===== config.mk =====
export PLATFORM = sky130hd
export DESIGN_NAME = hazard_unit
export DESIGN_NICKNAME = d
export VERILOG_FILES = /design/src/rtl/pipe_pkg.sv /design/src/rtl/mdu_busy_counter.sv /design/src/rtl/hazard_unit.sv
export SDC_FILE = /design/constraint.sdc
export NUM_CORES = 1
export LEC_CHECK = 0
export ABC_AREA = 1
export BUFFER_PORTS_ARGS = -buffer_cell sky130_fd_sc_hd__buf_4
export CORE_ASPECT_RATIO = 1.75
export CORE_MARGIN = 8
export CORE_UTILIZATION = 45
export DETAILED_ROUTE_END_ITERATION = 8
export PLACE_DENSITY = 0.7
export SYNTH_ARGS = -nofsm -noshare
export SYNTH_HDL_FRONTEND = slang
export SYNTH_SLANG_ARGS = --single-unit
export TNS_END_PERCENT = 5

===== constraint.sdc =====
create_clock -name clk -period 1.87 [get_ports clk]
set_input_delay 0.0935 -clock clk [delete_from_list [all_inputs] [get_ports clk]]
set_output_delay 0.0935 -clock clk [all_outputs]
set_load 0.05 [all_outputs]

===== src/rtl/pipe_pkg.sv =====
// Shared pipeline definitions for hazard detection: register constants,
// MDU latency default and the hazard control bundle.
package pipe_pkg;

  localparam logic [4:0]  REG_ZERO            = 5'd0;
  localparam int unsigned MDU_LATENCY_DEFAULT = 32;

  typedef struct packed {
    logic pc_write;
    logic if_id_write;
    logic if_id_flush;
    logic id_ex_flush;
  } hazard_ctrl_t;

  localparam hazard_ctrl_t CTRL_RUN    = hazard_ctrl_t'(4'b1100);
  localparam hazard_ctrl_t CTRL_STALL  = hazard_ctrl_t'(4'b0001);
  localparam hazard_ctrl_t CTRL_SQUASH = hazard_ctrl_t'(4'b1111);

endpackage


===== src/rtl/mdu_busy_counter.sv =====
// Tracks MDU occupancy: loads a countdown on issue, busy while it is non-zero.
module mdu_busy_counter
  import pipe_pkg::*;
#(
  parameter int unsigned MDU_LATENCY = MDU_LATENCY_DEFAULT
) (
  input  logic clk,
  input  logic rst,
  input  logic start,
  output logic busy
);

  localparam int unsigned CNT_W = $clog2(MDU_LATENCY);

  logic [CNT_W-1:0] cnt_q;
  logic [CNT_W-1:0] cnt_d;

  // Issue reloads; otherwise count down to idle.
  always_comb begin
    cnt_d = cnt_q;
    if (start) begin
      cnt_d = CNT_W'(MDU_LATENCY - 1);
    end else if (cnt_q != '0) begin
      cnt_d = cnt_q - CNT_W'(1);
    end
  end

  always_ff @(posedge clk) begin
    if (rst) begin
      cnt_q <= '0;
      busy  <= 1'b0;
    end else begin
      cnt_q <= cnt_d;
      busy  <= (cnt_d != '0);
    end
  end

endmodule


===== src/rtl/hazard_unit.sv =====
// Pipeline hazard unit: load-use and MDU stalls, branch flushes, and a
// saturating stall-cycle counter.
module hazard_unit
  import pipe_pkg::*;
#(
  parameter int unsigned MDU_LATENCY = MDU_LATENCY_DEFAULT,
  parameter int unsigned STALL_CNT_W = 16
) (
  input  logic                   clk,
  input  logic                   rst,
  input  logic [4:0]             IF_ID_RSAddress,
  input  logic [4:0]             IF_ID_RTAddress,
  input  logic                   IF_ID_UsesRT,
  input  logic                   IF_ID_UsesHiLo,
  input  logic                   IF_ID_IsMDU,
  input  logic                   ID_EX_MemRead,
  input  logic [4:0]             ID_EX_RTAddress,
  input  logic                   EX_MDUStart,
  input  logic                   EX_BranchTaken,
  output logic                   PCWrite,
  output logic                   IF_ID_Write,
  output logic                   IF_ID_Flush,
  output logic                   ID_EX_Flush,
  output logic                   MDUBusy,
  output logic [STALL_CNT_W-1:0] StallCount
);

  logic         mdu_busy_q;
  logic         load_use;
  logic         mdu_stall;
  logic         stall;
  hazard_ctrl_t ctrl;

  // A squashed MDU op never occupies the unit.
  mdu_busy_counter #(
    .MDU_LATENCY (MDU_LATENCY)
  ) u_mdu_busy (
    .clk   (clk),
    .rst   (rst),
    .start (EX_MDUStart && !EX_BranchTaken),
    .busy  (mdu_busy_q)
  );

  assign MDUBusy = mdu_busy_q && !rst;

  always_comb begin
    load_use  = ID_EX_MemRead && (ID_EX_RTAddress != REG_ZERO) &&
                ((ID_EX_RTAddress == IF_ID_RSAddress) ||
                 (IF_ID_UsesRT && (ID_EX_RTAddress == IF_ID_RTAddress)));
    mdu_stall = MDUBusy && (IF_ID_UsesHiLo || IF_ID_IsMDU);
    stall     = load_use || mdu_stall;
  end

  // Branch squashes the stalled instruction, so it outranks any stall.
  always_comb begin
    ctrl = CTRL_RUN;
    if (rst) begin
      ctrl = CTRL_RUN;
    end else if (EX_BranchTaken) begin
      ctrl = CTRL_SQUASH;
    end else if (stall) begin
      ctrl = CTRL_STALL;
    end
  end

  assign PCWrite     = ctrl.pc_write;
  assign IF_ID_Write = ctrl.if_id_write;
  assign IF_ID_Flush = ctrl.if_id_flush;
  assign ID_EX_Flush = ctrl.id_ex_flush;

  always_ff @(posedge clk) begin
    if (rst) begin
      StallCount <= '0;
    end else if (stall && !EX_BranchTaken && (StallCount != '1)) begin
      StallCount <= StallCount + STALL_CNT_W'(1);
    end
  end

endmodule


Word-level counts from Yosys, hierarchy flattened --
Index checks and enable logic that the tools add are counted.
Word-level totals: flip-flop bits (word level) 22
Cells by class: add/sub/neg operators 2, equality and inequality tests 3, multiplexer cells 5, reductions and logical operators 16
Operator list (count):
- $add A16 B1 Y16 const B | 1
- $ne A16 B16 Y1 const B | 1
- $reduce_bool A5 Y1 | 3
- $mux W4 | 3
- $eq A5 B5 Y1 | 2
- $mux W5 | 2
- $logic_and A1 B1 Y1 | 8
- $sub A5 B1 Y5 const B | 1
- $logic_or A1 B1 Y1 | 3
- $logic_not A1 Y1 | 2

Depth between registers and ports, before layout --
word-level depth 8, depth in mapped cells 13, gate-level depth less buffers 12

Cells and area by module --
From an unflattened synthesis, not the netlist that was laid out.
Second synthesis, totals: cells, all modules 297, area, all modules 1720.4 um^2
Modules (own cells, without submodules):
- hazard_unit | instances 1, cells each 253, area an instance 1410.1 um^2, sequential area each 320.3 um^2
- mdu_busy_counter | instances 1, cells each 44, area an instance 310.3 um^2, sequential area each 120.1 um^2

Worst setup path before layout --
No wires, ideal clock.
kind flip-flop to output port, from reg u_mdu_busy.busy, to out PCWrite, arrival 2.508 ns, setup slack -0.732 ns, cell stages (with the launch flop) 8, path buffers 2, path through dfxtp_1 > inv_1 > nor2_1 > o21ai_0 > nand2_4 > buf_4 > nand3_1 > buf_4
Between the ends: cells in the longest elaborated chain, start to end 6
RTL lines:
- start: declaration | RTL line mdu_busy_counter.sv:10 | output logic busy
- start signal: assignment | RTL line mdu_busy_counter.sv:34 | busy <= (cnt_d != '0);
- $logic_and A1 B1 Y1 | RTL line hazard_unit.sv:44 | assign MDUBusy = mdu_busy_q && !rst;
- via MDUBusy | RTL line hazard_unit.sv:24 | output logic MDUBusy,
- $logic_and A1 B1 Y1 | RTL line hazard_unit.sv:50 | mdu_stall = MDUBusy && (IF_ID_UsesHiLo || IF_ID_IsMDU);
- $logic_or A1 B1 Y1 | RTL line hazard_unit.sv:51 | stall = load_use || mdu_stall;
- $mux W4 | RTL line hazard_unit.sv:61 | end else if (stall) begin
- $mux W4 | RTL line hazard_unit.sv:59 | end else if (EX_BranchTaken) begin
- $mux W4 | RTL line hazard_unit.sv:57 | if (rst) begin
- end: declaration | RTL line hazard_unit.sv:20 | output logic PCWrite,
The timed path passes the listed nets, and every way through them passes these cells.

Final worst setup path --
from reg StallCount[1], to reg StallCount[8]
Between the ends: cells in the longest elaborated chain, start to end 2
RTL lines:
- start: declaration | RTL line hazard_unit.sv:25 | output logic [STALL_CNT_W-1:0] StallCount
- start signal: assignment | RTL line hazard_unit.sv:75 | StallCount <= StallCount + STALL_CNT_W'(1);
- branches (longest 2 deep; another with $add A16 B1 Y16)
Parallel ways; which one is timed is not known. A chain may end at the register's enable or synchronous reset.

==> impl_metrics.csv <==
group,metric,value,unit
status,status,"complete, no violations",
timing,hold_viol,0,
timing,fin_ws,0.2127,ns
route,dr.pass1.iters,4,
power_and_ir_drop,peakVddDrop,0.5422,mV
finish,antenna_cells,0,
finish,layout-drive-gt1-share,0.2436,
worst_setup_path,arrival,1.83,ns
power_and_ir_drop,swShare,0.3234,
global_route,grt_pass1_vias,1636,
timing,slew_headroom,0.7179,
floorplan,fp.dieW,61.03,µm
worst_setup_path,cp_max_fo,9,
global_route,grt_max_degree,30,
timing,rsz0062_at_grt,"no",
power_and_ir_drop,power_leakage,0.001080,µW
worst_setup_path,r2r_start,"StallCount[1]",
place,portBuffers,43,
cts,cts_root_buf,"clkbuf_8",
hold_path,hold_class,"input pin to flip-flop",
place,pre_cts_ws,0.2347,ns
power_and_ir_drop,power_frac_comb,0.289,
timing,maxSlewViolCount,0,
worst_setup_path,regToRegEndpoint,"StallCount[8]",
run,max-cap-violations,0,
floorplan,initial_core_util,0.4698,
timing,fmax,603.4,MHz
power_and_ir_drop,power.internal,932.5,µW
route,drtAntennaViolNets,0,
synthesis,synth_area_leader_cell,"dfxtp_1",
cts,numCtsBuffers,3,
cts,cts.sinks,22,
finish,final_common_cell,"nand2_1",
cts,cts_tree,"done",
global_route,track_usage,0.1410,
cts,clk_latency,0.27,ns
synthesis,netlist_area,0.001597,mm²
cts,clk_path_buf_depth,2,
synthesis,syn_avg_cell_area,5.870,µm²
synthesis,ys_warn_count,0,
finish,syn2layout_area_growth,26.49,%
place,hpwl,3053,µm
worst_setup_path,rrSetupSlack,0.21,ns
hold_path,holdPathEnd,"u_mdu_busy.cnt_q[4]",
synthesis,synthTopCellsByArea,"dfxtp_1 28%, nand2_1 19%, inv_1 11%",
floorplan,fp.dieH,94.80,µm
cts,ctsHoldBuffers,0,
global_route,grt_pass1_wl,6499,µm
timing,layout_min_cycle_time,1.657,ns
worst_setup_path,cp-start-kind,"flip-flop",
route,viasPerCell,4.692,
route,num_vias,1675,
finish,finalNetCount,338,
timing,setup_viol,0,
finish,post-route-util,0.5943,
synthesis,synth_top_area_frac,0.2759,
place,gp_congestion,0.8152,
hold_path,min-delay-start,"rst",
synthesis,synthCells,272,
finish,nFillCells,356,
floorplan,rows,28,
worst_setup_path,cp-end-kind,"flip-flop",
worst_setup_path,cp-startpoint,"StallCount[1]",
power_and_ir_drop,p_switching,445.7,µW
global_route,gr-total-overflow,0,
timing,tightestPinTransition,0.4187,ns
power_and_ir_drop,p_per_area,682.5,mW/mm²
route,wl_per_cell,10.52,µm
route,routed_wl,3757,µm
synthesis,netlist-cell-type-count,27,
floorplan,dieArea,0.005785,mm²
global_route,antenna_found_initial,0,
cts,cts_resized,0,
hold_path,whs_path_depth,2,
power_and_ir_drop,p_clk_frac,0.329,
synthesis,synthesis.nets,297,
power_and_ir_drop,pwr-share-seq,0.382,
route,drcViolationCount,0,
floorplan,core,0.003398,mm²
floorplan,ios,44,
finish,layout.area.seq,440.4,µm²
finish,final_cell_mix,"79 x nand2_1, 48 x inv_1, 45 x buf_4, 34 x nor2_1, 22 x dfxtp_1",
synthesis,synth_seq_cells,22,
synthesis,yosysSeqAreaShare,0.2759,
cts,cts_max_level,1,
worst_setup_path,cp.required,2.04,ns
timing,fin_crit_sh,0.8862,
timing,hold_ws,0.1281,ns
cts,cts_setup_buffers,0,
timing,skew,0.005129,ns
finish,multi_input_area,907.1,µm²
power_and_ir_drop,p_total,1378,µW
worst_setup_path,path_class,"flip-flop to flip-flop",
worst_setup_path,reg2reg_depth,10,
route,dr.first_iter.drc_count,29,
cts,cts.reportedPaths.clkPinSlew,0.09,ns
==> how the worst max path moves through the flow <==
stage                                 to  slack, ns  depth (start not counted)
final                      StallCount[8]       0.21                         10
after global routing      StallCount[11]       0.05                         10
after CTS                  StallCount[8]       0.21                         10
after detailed placement   StallCount[8]       0.23                         10
after global placement     StallCount[8]       0.28                         10
after floorplan            StallCount[8]      -0.04                         10
==> sequential cells by signal, indices dropped and copies added (netlist names) <==
signal	flops
StallCount	16
u_mdu_busy.busy	1
u_mdu_busy.cnt_q	5
==> final cells by class <==
class                   count  share of cell area
inverters                  55              0.1022
multi-input cells         186              0.4492
clock inverters             1             0.01487
flip-flops and latches     22              0.2181
well taps                  45             0.02788
clock buffers               3             0.02045
repair buffers             45              0.1673
==> routing by layer <==
layer	global-route usage	vias to the layer above	part of all wire
li1	-	908	-
met1	0.1239	736	0.37
met2	0.2833	27	0.57
met3	0.03542	4	0.047
met4	0.04697	0	0.010
met5	0	-	0
==> worst max-delay path, cell delays in order (launching register included) <==
cell and delay (ns):
dfxtp_1 0.39, ha_1 0.24, nand2_2 0.08, nor2_4 0.14
nand4_2 0.23, nand2_1 0.18, nor2_1 0.07, nand3_1 0.07
nand2_1 0.05, inv_1 0.06, nor2_2 0.04
==> cell usage after synthesis, drive strengths merged <==
master	count
nand2	84
inv	55
nor2	43
nand3	24
dfxtp	22
nand4	16
buf	6
a21oi	5
o21ai	5
clkbuf	3
ha	2
or2	2
xnor2	2
a31oi	1
nor3	1
xor2	1
==> stage by stage <==
stage / cell area, µm² / setup TNS, ns / std cells
2_1_floorplan: 1609 / -0.1767 / 272
3_3_place_gp: 1948 / 0 / 353
3_5_place_dp: 1948 / 0 / 353
4_1_cts: 2019 / 0 / 357
5_1_grt: 2019 / 0 / 357
6_report: 2019 / 0 / 357
==> cell families after synthesis <==
logic type,synth area share
AOI/OAI and AO/OA,0.03762
xor gates and xnor gates,0.01646
adders and majority gates,0.01567
buffers and inverters,0.1638
DFF,0.2759
and+or+nand+nor,0.4906
==> power groups by stage <==
stage          Clock [µW]  Combinational [µW]  Sequential (µW)
2_1_floorplan           0                 280              558
3_3_place_gp            0                 396              536
3_5_place_dp            0                 401              538
4_1_cts               464                 402              527
5_1_grt               472                 447              530
6_report              454                 399              526
Note: power is estimated with default switching activity, not from simulation.
